### config.mk
export PLATFORM = sky130hd
export DESIGN_NAME = keypad_scan_ctrl
export DESIGN_NICKNAME = d
export VERILOG_FILES = /design/src/rtl/keypad_scan_ctrl.sv
export SDC_FILE = /design/constraint.sdc
export NUM_CORES = 1
export LEC_CHECK = 0
export CAP_MARGIN = 30
export CORE_ASPECT_RATIO = 0.75
export CORE_MARGIN = 3
export CORE_UTILIZATION = 42
export CTS_BUF_LIST = sky130_fd_sc_hd__clkbuf_16
export CTS_CLUSTER_DIAMETER = 120
export CTS_CLUSTER_SIZE = 28
export DETAILED_ROUTE_END_ITERATION = 8
export DONT_BUFFER_PORTS = 1
export PLACE_DENSITY = 0.57
export REMOVE_ABC_BUFFERS = 1
export SYNTH_ARGS = -nofsm -noshare
export SYNTH_HDL_FRONTEND = slang
export SYNTH_SLANG_ARGS = --single-unit
### constraint.sdc
create_clock -name clk -period 2.81 [get_ports clk]
set_input_delay 0.4215 -clock clk [delete_from_list [all_inputs] [get_ports clk]]
set_output_delay 0.4215 -clock clk [all_outputs]
set_load 0.03 [all_outputs]
### src/rtl/keypad_scan_ctrl.sv
// 4x4 matrix keypad scanner: detects a key from an all-columns-low idle probe,
// scans columns to locate it, debounces press and release, and queues decoded
// key codes in a 4-entry first-word-fall-through FIFO.
module keypad_scan_ctrl #(
    parameter int unsigned SCAN_DIV = 16,
    parameter int unsigned DEBOUNCE = 4
) (
    input  logic       clk,
    input  logic       rst,
    input  logic [3:0] row,
    output logic [3:0] col,
    output logic [3:0] key_code,
    output logic       key_valid,
    input  logic       key_rd,
    output logic       pressed,
    output logic       overflow
);

    localparam logic [7:0] DIV_LAST = 8'(SCAN_DIV - 1);
    localparam logic [3:0] DEB_MAX  = 4'(DEBOUNCE);

    typedef enum logic [2:0] {
        S_IDLE,
        S_SCAN,
        S_DEBOUNCE,
        S_HELD,
        S_RELEASE
    } state_t;

    state_t      state, state_nx;
    logic [3:0]  rs_meta, rs;
    logic [7:0]  dwell;
    logic [1:0]  col_idx, col_idx_nx;
    logic [3:0]  pat, pat_nx;
    logic [3:0]  cnt, cnt_nx;
    logic [3:0]  cnt_inc;
    logic        sample;
    logic        one_low;
    logic        push;
    logic [3:0]  code_dec;

    logic [3:0]  mem [4];
    logic [1:0]  wr_ptr, rd_ptr;
    logic [2:0]  count;
    logic        full;
    logic        pop;
    logic        wr_en;

    assign sample  = (dwell == DIV_LAST);
    assign cnt_inc = cnt + 4'd1;
    assign one_low = (rs == 4'b1110) || (rs == 4'b1101) ||
                     (rs == 4'b1011) || (rs == 4'b0111);

    // Two-flop synchronizer for the asynchronous row inputs
    always_ff @(posedge clk) begin
        if (rst) begin
            rs_meta <= '1;
            rs      <= '1;
        end else begin
            rs_meta <= row;
            rs      <= rs_meta;
        end
    end

    // Dwell counter restarts whenever the state or scanned column moves
    always_ff @(posedge clk) begin
        if (rst) begin
            dwell <= '0;
        end else if (sample || (state_nx != state) || (col_idx_nx != col_idx)) begin
            dwell <= '0;
        end else begin
            dwell <= dwell + 8'd1;
        end
    end

    // FSM state and scan/debounce bookkeeping registers
    always_ff @(posedge clk) begin
        if (rst) begin
            state   <= S_IDLE;
            col_idx <= '0;
            pat     <= '1;
            cnt     <= '0;
        end else begin
            state   <= state_nx;
            col_idx <= col_idx_nx;
            pat     <= pat_nx;
            cnt     <= cnt_nx;
        end
    end

    // Next-state logic, column drive and press indication
    always_comb begin
        state_nx   = state;
        col_idx_nx = col_idx;
        pat_nx     = pat;
        cnt_nx     = cnt;
        push       = 1'b0;
        col        = ~(4'b0001 << col_idx);
        pressed    = 1'b0;
        case (state)
            S_IDLE: begin
                col = '0;
                if (sample && (rs != 4'b1111)) begin
                    state_nx   = S_SCAN;
                    col_idx_nx = '0;
                end
            end
            S_SCAN: begin
                if (sample) begin
                    if (one_low) begin
                        state_nx = S_DEBOUNCE;
                        pat_nx   = rs;
                        cnt_nx   = '0;
                    end else if (col_idx == 2'd3) begin
                        state_nx   = S_IDLE;
                        col_idx_nx = '0;
                    end else begin
                        col_idx_nx = col_idx + 2'd1;
                    end
                end
            end
            S_DEBOUNCE: begin
                if (sample) begin
                    if (rs == pat) begin
                        if (cnt_inc == DEB_MAX) begin
                            push     = 1'b1;
                            state_nx = S_HELD;
                            cnt_nx   = '0;
                        end else begin
                            cnt_nx = cnt_inc;
                        end
                    end else begin
                        state_nx   = S_IDLE;
                        col_idx_nx = '0;
                        cnt_nx     = '0;
                    end
                end
            end
            S_HELD: begin
                pressed = 1'b1;
                if (sample && (rs == 4'b1111)) begin
                    state_nx = S_RELEASE;
                    cnt_nx   = '0;
                end
            end
            S_RELEASE: begin
                pressed = 1'b1;
                if (sample) begin
                    if (rs == 4'b1111) begin
                        if (cnt_inc == DEB_MAX) begin
                            state_nx   = S_IDLE;
                            col_idx_nx = '0;
                            cnt_nx     = '0;
                        end else begin
                            cnt_nx = cnt_inc;
                        end
                    end else begin
                        state_nx = S_HELD;
                        cnt_nx   = '0;
                    end
                end
            end
            default: begin
                state_nx   = S_IDLE;
                col_idx_nx = '0;
                cnt_nx     = '0;
            end
        endcase
    end

    // Key decode from latched column index and row pattern
    always_comb begin
        code_dec = '0;
        case (col_idx)
            2'd0: case (pat)
                4'b0111: code_dec = 4'h1;
                4'b1011: code_dec = 4'h2;
                4'b1101: code_dec = 4'h3;
                4'b1110: code_dec = 4'hA;
                default: code_dec = '0;
            endcase
            2'd1: case (pat)
                4'b0111: code_dec = 4'hE;
                4'b1011: code_dec = 4'h0;
                4'b1101: code_dec = 4'hF;
                4'b1110: code_dec = 4'hD;
                default: code_dec = '0;
            endcase
            2'd2: case (pat)
                4'b0111: code_dec = 4'h7;
                4'b1011: code_dec = 4'h8;
                4'b1101: code_dec = 4'h9;
                4'b1110: code_dec = 4'hC;
                default: code_dec = '0;
            endcase
            default: case (pat)
                4'b0111: code_dec = 4'h4;
                4'b1011: code_dec = 4'h5;
                4'b1101: code_dec = 4'h6;
                4'b1110: code_dec = 4'hB;
                default: code_dec = '0;
            endcase
        endcase
    end

    assign full      = (count == 3'd4);
    assign key_valid = (count != 3'd0);
    assign pop       = key_rd && key_valid;
    assign wr_en     = push && (!full || pop);
    assign key_code  = key_valid ? mem[rd_ptr] : '0;

    // FIFO storage, pointers, occupancy and sticky overflow
    always_ff @(posedge clk) begin
        if (rst) begin
            for (int unsigned i = 0; i < 4; i++) begin
                mem[i] <= '0;
            end
            wr_ptr   <= '0;
            rd_ptr   <= '0;
            count    <= '0;
            overflow <= 1'b0;
        end else begin
            if (wr_en) begin
                mem[wr_ptr] <= code_dec;
                wr_ptr      <= wr_ptr + 2'd1;
            end
            if (pop) begin
                rd_ptr <= rd_ptr + 2'd1;
            end
            case ({wr_en, pop})
                2'b10:   count <= count + 3'd1;
                2'b01:   count <= count - 3'd1;
                default: count <= count;
            endcase
            if (push && full && !pop) begin
                overflow <= 1'b1;
            end
        end
    end

endmodule

# [Yosys cells after proc, flatten, opt, wreduce, memory -nomap -nowiden]
# Memory sizes are Yosys's and may differ from the RTL's. A register that Yosys moved wholly into a read port is not among the register bits.
# Cells that the tools add are included.
[totals] mem_count=1 in_bits=7 mem_bits_rw=16 reg_bits=37 word_cells=129 output_inout_bits=11
[mem_list] memory="mem" words=4 width=4 rd=1 rd_ports_with_merged_regs=1 wr=4 line_no="42" text="logic [3:0] mem [4];"
[op_classes] n_mux=54 shifts=1 n_addsub=7 n_eq_ne=30 reduce_logical=23 n_bitwise=2
[op_table] operator="case mux 4 bit (4 select lines)" n=3
[op_table] operator="2-to-1 mux 4 bit" n=11
[op_table] operator="2-to-1 mux 3 bit" n=11
[op_table] operator="equality test 4 bit (second input constant)" n=7
[op_table] operator="2-to-1 mux 2 bit" n=12
[op_table] operator="case mux 4 bit (3 select lines)" n=2
[op_table] operator="case mux 4 bit (5 select lines)" n=1
[op_table] operator="case mux 3 bit (5 select lines)" n=1
[op_table] operator="equality test 4 x 3 -> 1 bit (second input constant)" n=3
[op_table] operator="2-to-1 mux 1 bit" n=11
[op_table] operator="!= test 2 bit (second input constant)" n=5
[op_table] operator="case mux 2 bit (5 select lines)" n=1
[op_table] operator="adder 8 x 1 -> 8 bit (second input constant)" n=1
[op_table] operator="equality test 8 x 4 -> 1 bit (second input constant)" n=1
[op_table] operator="adder 2 x 1 -> 2 bit (second input constant)" n=3
[op_table] operator="equality test 2 bit (second input constant)" n=3
[op_table] operator="equality test 3 x 2 -> 1 bit (second input constant)" n=2
[op_table] operator="equality test 3 bit (second input constant)" n=2
[op_table] operator="logical AND 1 bit" n=6
[op_table] operator="logical OR 1 bit" n=6
[op_table] operator="case mux 3 bit (2 select lines)" n=1
[op_table] operator="AND reduction 6 bit" n=1
[op_table] operator="adder 4 x 1 -> 4 bit (second input constant)" n=1
[op_table] operator="equality test 2 x 1 -> 1 bit (second input constant)" n=2
[op_table] operator="18 further kinds" n=20

# [Logic depth before layout (Yosys ltp)]
[depth] word_depth=12 mapped_depth=9 ltp_nobuf=8

# [Least setup slack after synthesis]
# No wires, ideal clock.
[synth_timing] path_type="register -> register" start="register cnt[0]" end="register count[2]" setup_slack_ps=314 required_time_ps=2689 arrival_time_ps=2375 path_stages_with_launch=9 path_buffers=0 setup_time_ps=121 synth_period_minus_slack_ps=2496 cell_sequence="dfxtp_1 > ha_1 > and3b_1 > a31oi_1 > o41ai_4 > fa_1 > inv_1 > a2bb2oi_2 > mux2_4"
[synth_via] elab_chain_len=9 elab_cells_between_ends=11 cone_classes="add/sub: 1; eq/ne: 3; mux: 5; reduce/logical: 2"
[synth_lines] item="from (decl)" line_no="35" text="logic [3:0] cnt, cnt_nx;"
[synth_lines] item="from (signal assigned)" line_no="87" text="cnt <= cnt_nx;"
[synth_lines] item="adder 4 x 1 -> 4 bit (*)" line_no="50" text="assign cnt_inc = cnt + 4'd1;"
[synth_lines] item="equality test 4 x 3 -> 1 bit (*)" line_no="125" text="if (cnt_inc == DEB_MAX) begin"
[synth_lines] item="2-to-1 mux 1 bit (*)" line_no="125"
[synth_lines] item="2-to-1 mux 1 bit (*)" line_no="124" text="if (rs == pat) begin"
[synth_lines] item="2-to-1 mux 1 bit (*)" line_no="123" text="if (sample) begin"
[synth_lines] item="2-to-1 mux 1 bit (*)" line_no="100" text="case (state)"
[synth_lines] item="logical AND 1 bit (*)" line_no="209" text="assign wr_en = push && (!full || pop);"
[synth_lines] item="equality test 2 x 1 -> 1 bit or equality test 2 bit (tied branches)" line_no="230" text="case ({wr_en, pop})"
[synth_lines] item="case mux 3 bit (2 select lines) or nonzero test 2 bit (tied branches)"
[synth_lines] item="to (signal assigned)" line_no="231" text="2'b10: count <= count + 3'd1;"
[synth_lines] item="to (signal assigned)" line_no="232" text="2'b01: count <= count - 3'd1;"
[synth_lines] item="to (signal assigned)" line_no="233" text="default: count <= count;"
[synth_lines] item="to (decl)" line_no="44" text="logic [2:0] count;"
# Mark *: on every way between the ends. The rest lies on a longest branch, timed or not.
# A chain may end at the register's enable or synchronous reset.

# [Worst setup path after layout]
[layout_timing] start="register cnt[0]" end="register count[1]"
# The elaborated chain is that of the path after synthesis.

==> flow_summary.toml <==
[grt]
grt_max_degree = 36
grt_pass1_vias = 2209
antenna_found_initial = 0
grt.total_usage_pct = 16.87
grt_pass1_wl_um = 11250
grt.overflow.total = 0

[floorplanning]
die_h_um = 79.99
die_w_um = 104.7
rows = 26
io_pins = 18
die_area_um2 = 8370
core_area_um2 = 6929
initial_utilization_pct = 44.24

[timing]
rsz0062_at_grt = "no"
setup_viol = 0
hold_violations = 0
fin_crit_ns = 2.435
relSlewSlack_pct = 56.91
fin_crit_sh_pct = 86.66
worst_slew_pin_slew_ns = 0.6373
slew_violations = 0
tns_ns = 0
finClkSkew_ns = 0.006619
hold-worst-slack_ns = 0.1862
max_freq_ghz = 0.4107

[worst_setup_path]
arrival_ns = 2.64
cp_slowest_stage_delay_ns = 0.45
crit_type = "reg -> reg"
worstPathMaxFanout = 7
crit_required_ns = 3.02
crit_slowest_cell = "fa_1"
cp_cell_sequence = "ha_1, nor4bb_1, a31oi_1, o41ai_4, fa_1, a21boi_1, a311oi_1"
end_kind = "register"
cp-start-kind = "register"
cp_num_buf_inv = 0
cp_top_family = "compound AO/OA/AOI/OAI gates"

[clock_tree]
cts_buffers = 5
clock_latency_ns = 0.30
clockBufferDepth = 2
path_clk_slew_ns = 0.08
clock-sinks = 55
post_cts_buffers = 0
cts_resized = 0
cts-htree-levels = 2
root_buffer = "clkbuf_16"
hold_buffers = 0
cts_tree = "yes"

[yosys]
synth_top_area_share_pct = 25.47
synth_seq_cells = 55
avgSynthCellArea_um2 = 9.346
ys_types = 63
yosysSeqAreaShare_pct = 41.14
synth_area_um2 = 3065
ys_warn_count = 0
synth_area_leaders = "dfxtp_1, edfxtp_1, xnor2_1, nor2_1, mux4_2"
ys.flop_type = "dfxtp_1"
synth_top_cell_by_area = "dfxtp_1"
synth-edff-count = 16
syn_inst = 328
asyncSetResetFlopFracSynth_pct = 0

[final_layout]
layout-drive-gt1-share_pct = 14.29
fillers = 667
antennaDiodeCount = 0
fin_nets = 343
area_growth_pct = 9.592

[detailed_routing]
drtIter0Drc = 117
drc_errors = 0
vias = 2349
avgRoutedWirePerCell_um = 15.46
first_pass_iters = 4
wirelength_um = 6600
postRouteAntennaNets = 0
viasPerCell = 5.501

[flow_run]
max_cap_viol_count = 0

[pwr]
peakVddDrop_uv = 248.8
total_leakage_power_nw = 1.242
pwr_density_cell_nw_per_um2 = 584.8

[place]
place_congestion = 0.7803
portBuffers = 0
hpwl_um = 4905

[status]
status = "finished clean"

[min_path]
hold_class = "in -> reg"
-- worst paths after layout --
path / startpoint / end / slack [ns] / cells past startpoint
max reg2reg: cnt[0] / count[1] / 0.37 / 7
min reg2reg: rs_meta[0] / rs[0] / 0.41 / 1
min: rst / overflow / 0.19 / 1
max: cnt[0] / count[1] / 0.37 / 7
-- cell usage after synthesis, types with 2 or more instances --
library cell,number
dfxtp_1,39
nor2_1,30
nand2_1,20
clkbuf_1,19
edfxtp_1,16
o21ai_0,15
xnor2_1,14
inv_1,13
nand3_1,12
a21oi_1,10
nor2b_1,9
or2_2,9
nand4_1,8
nor3_1,8
ha_1,7
nand2b_1,6
o22ai_1,6
nor4_1,5
o211ai_1,5
a21o_1,4
and2_1,4
mux4_2,4
nand4b_1,4
a211o_1,3
a31oi_1,3
and3_1,3
and4_1,3
xor2_1,3
a211oi_1,2
a31o_2,2
a32oi_1,2
and3b_1,2
nand3b_1,2
nor3b_1,2
nor4_2,2
o211a_1,2
o21bai_1,2
o22a_1,2
o31ai_1,2
-- cell type report --
| cell class | instances | area (µm²) | area share, % |
|---|---|---|---|
| inverter | 13 | 48.80 | 1.453 |
| sequential | 55 | 1261 | 37.54 |
| clock buffer | 5 | 125.1 | 3.724 |
| timing repair buffer | 12 | 90.09 | 2.682 |
| tap | 98 | 122.6 | 3.650 |
| clock inverter | 3 | 27.53 | 0.8194 |
| multi-input combinational | 241 | 1684 | 50.13 |
-- layer usage --
| layer | routed length [µm] | vias up | GRT usage (%) |
|---|---|---|---|
| met5 | 0 | - | 0 |
| met4 | 64 | 0 | 3.932 |
| met3 | 239 | 6 | 3.638 |
| met2 | 2796 | 35 | 25.13 |
| met1 | 3501 | 1110 | 24.92 |
| li1 | - | 1198 | - |
-- cell usage in the layout (no fill, tap or decap), types with 4 or more instances in the layout --
| cell | count |
|---|---|
| or2_2 | 9 |
| o21ai_0 | 15 |
| a21oi_1 | 10 |
| nand3_1 | 12 |
| buf_4 | 12 |
| edfxtp_1 | 16 |
| nand2b_1 | 6 |
| a21o_1 | 4 |
| nor2_1 | 30 |
| and2_1 | 4 |
| nand4_1 | 8 |
| nor3_1 | 8 |
| ha_1 | 7 |
| nor2b_1 | 9 |
| dfxtp_1 | 39 |
| o22ai_1 | 6 |
| nand4b_1 | 4 |
| nor4_1 | 5 |
| o211ai_1 | 5 |
| nand2_1 | 20 |
| clkbuf_16 | 5 |
| xnor2_1 | 14 |
| inv_1 | 13 |
| mux4_2 | 4 |
-- through the flow --
stage          util [%]  setup slack (ns)  instance area (µm²)  std cells  total power [mW]
3_3_place_gp      46.28            0.4622                 3207        419             1.348
4_1_cts           48.48            0.3934                 3359        427             1.990
5_1_grt           48.48            0.2006                 3359        427             2.071
3_5_place_dp      46.28            0.3754                 3207        419             1.352
6_report          48.48            0.3750                 3359        427             1.965
2_1_floorplan         -            0.3140                 2994        309             1.254
-- registers in the layout, summed over array words and instances, names as in the netlist, named ones only --
signal / cells
cnt: 4
wr_ptr: 2
col_idx: 2
state: 3
rd_ptr: 2
count: 3
mem: 16
dwell: 8
rs_meta: 4
pat: 4
rs: 4
overflow: 1
-- cell families after synthesis --
kind of cell,Yosys count,synth area share [%]
AO/OA/AOI/OAI,69,16.20
flip-flops,55,41.14
buffers and inverters,32,3.919
AND/OR/NAND/NOR,141,26.61
XOR/XNOR,17,4.857
adder cells (fa/ha/maj),8,3.510
multiplexers,6,3.755
-- power by group --
| part | switching, mW | total [mW] | internal, mW |
|---|---|---|---|
| Combinational | 0.227 | 0.410 | 0.183 |
| Sequential | 0.0470 | 0.916 | 0.869 |
| Clock | 0.300 | 0.639 | 0.339 |
Note: power is estimated with default switching activity, not from simulation.
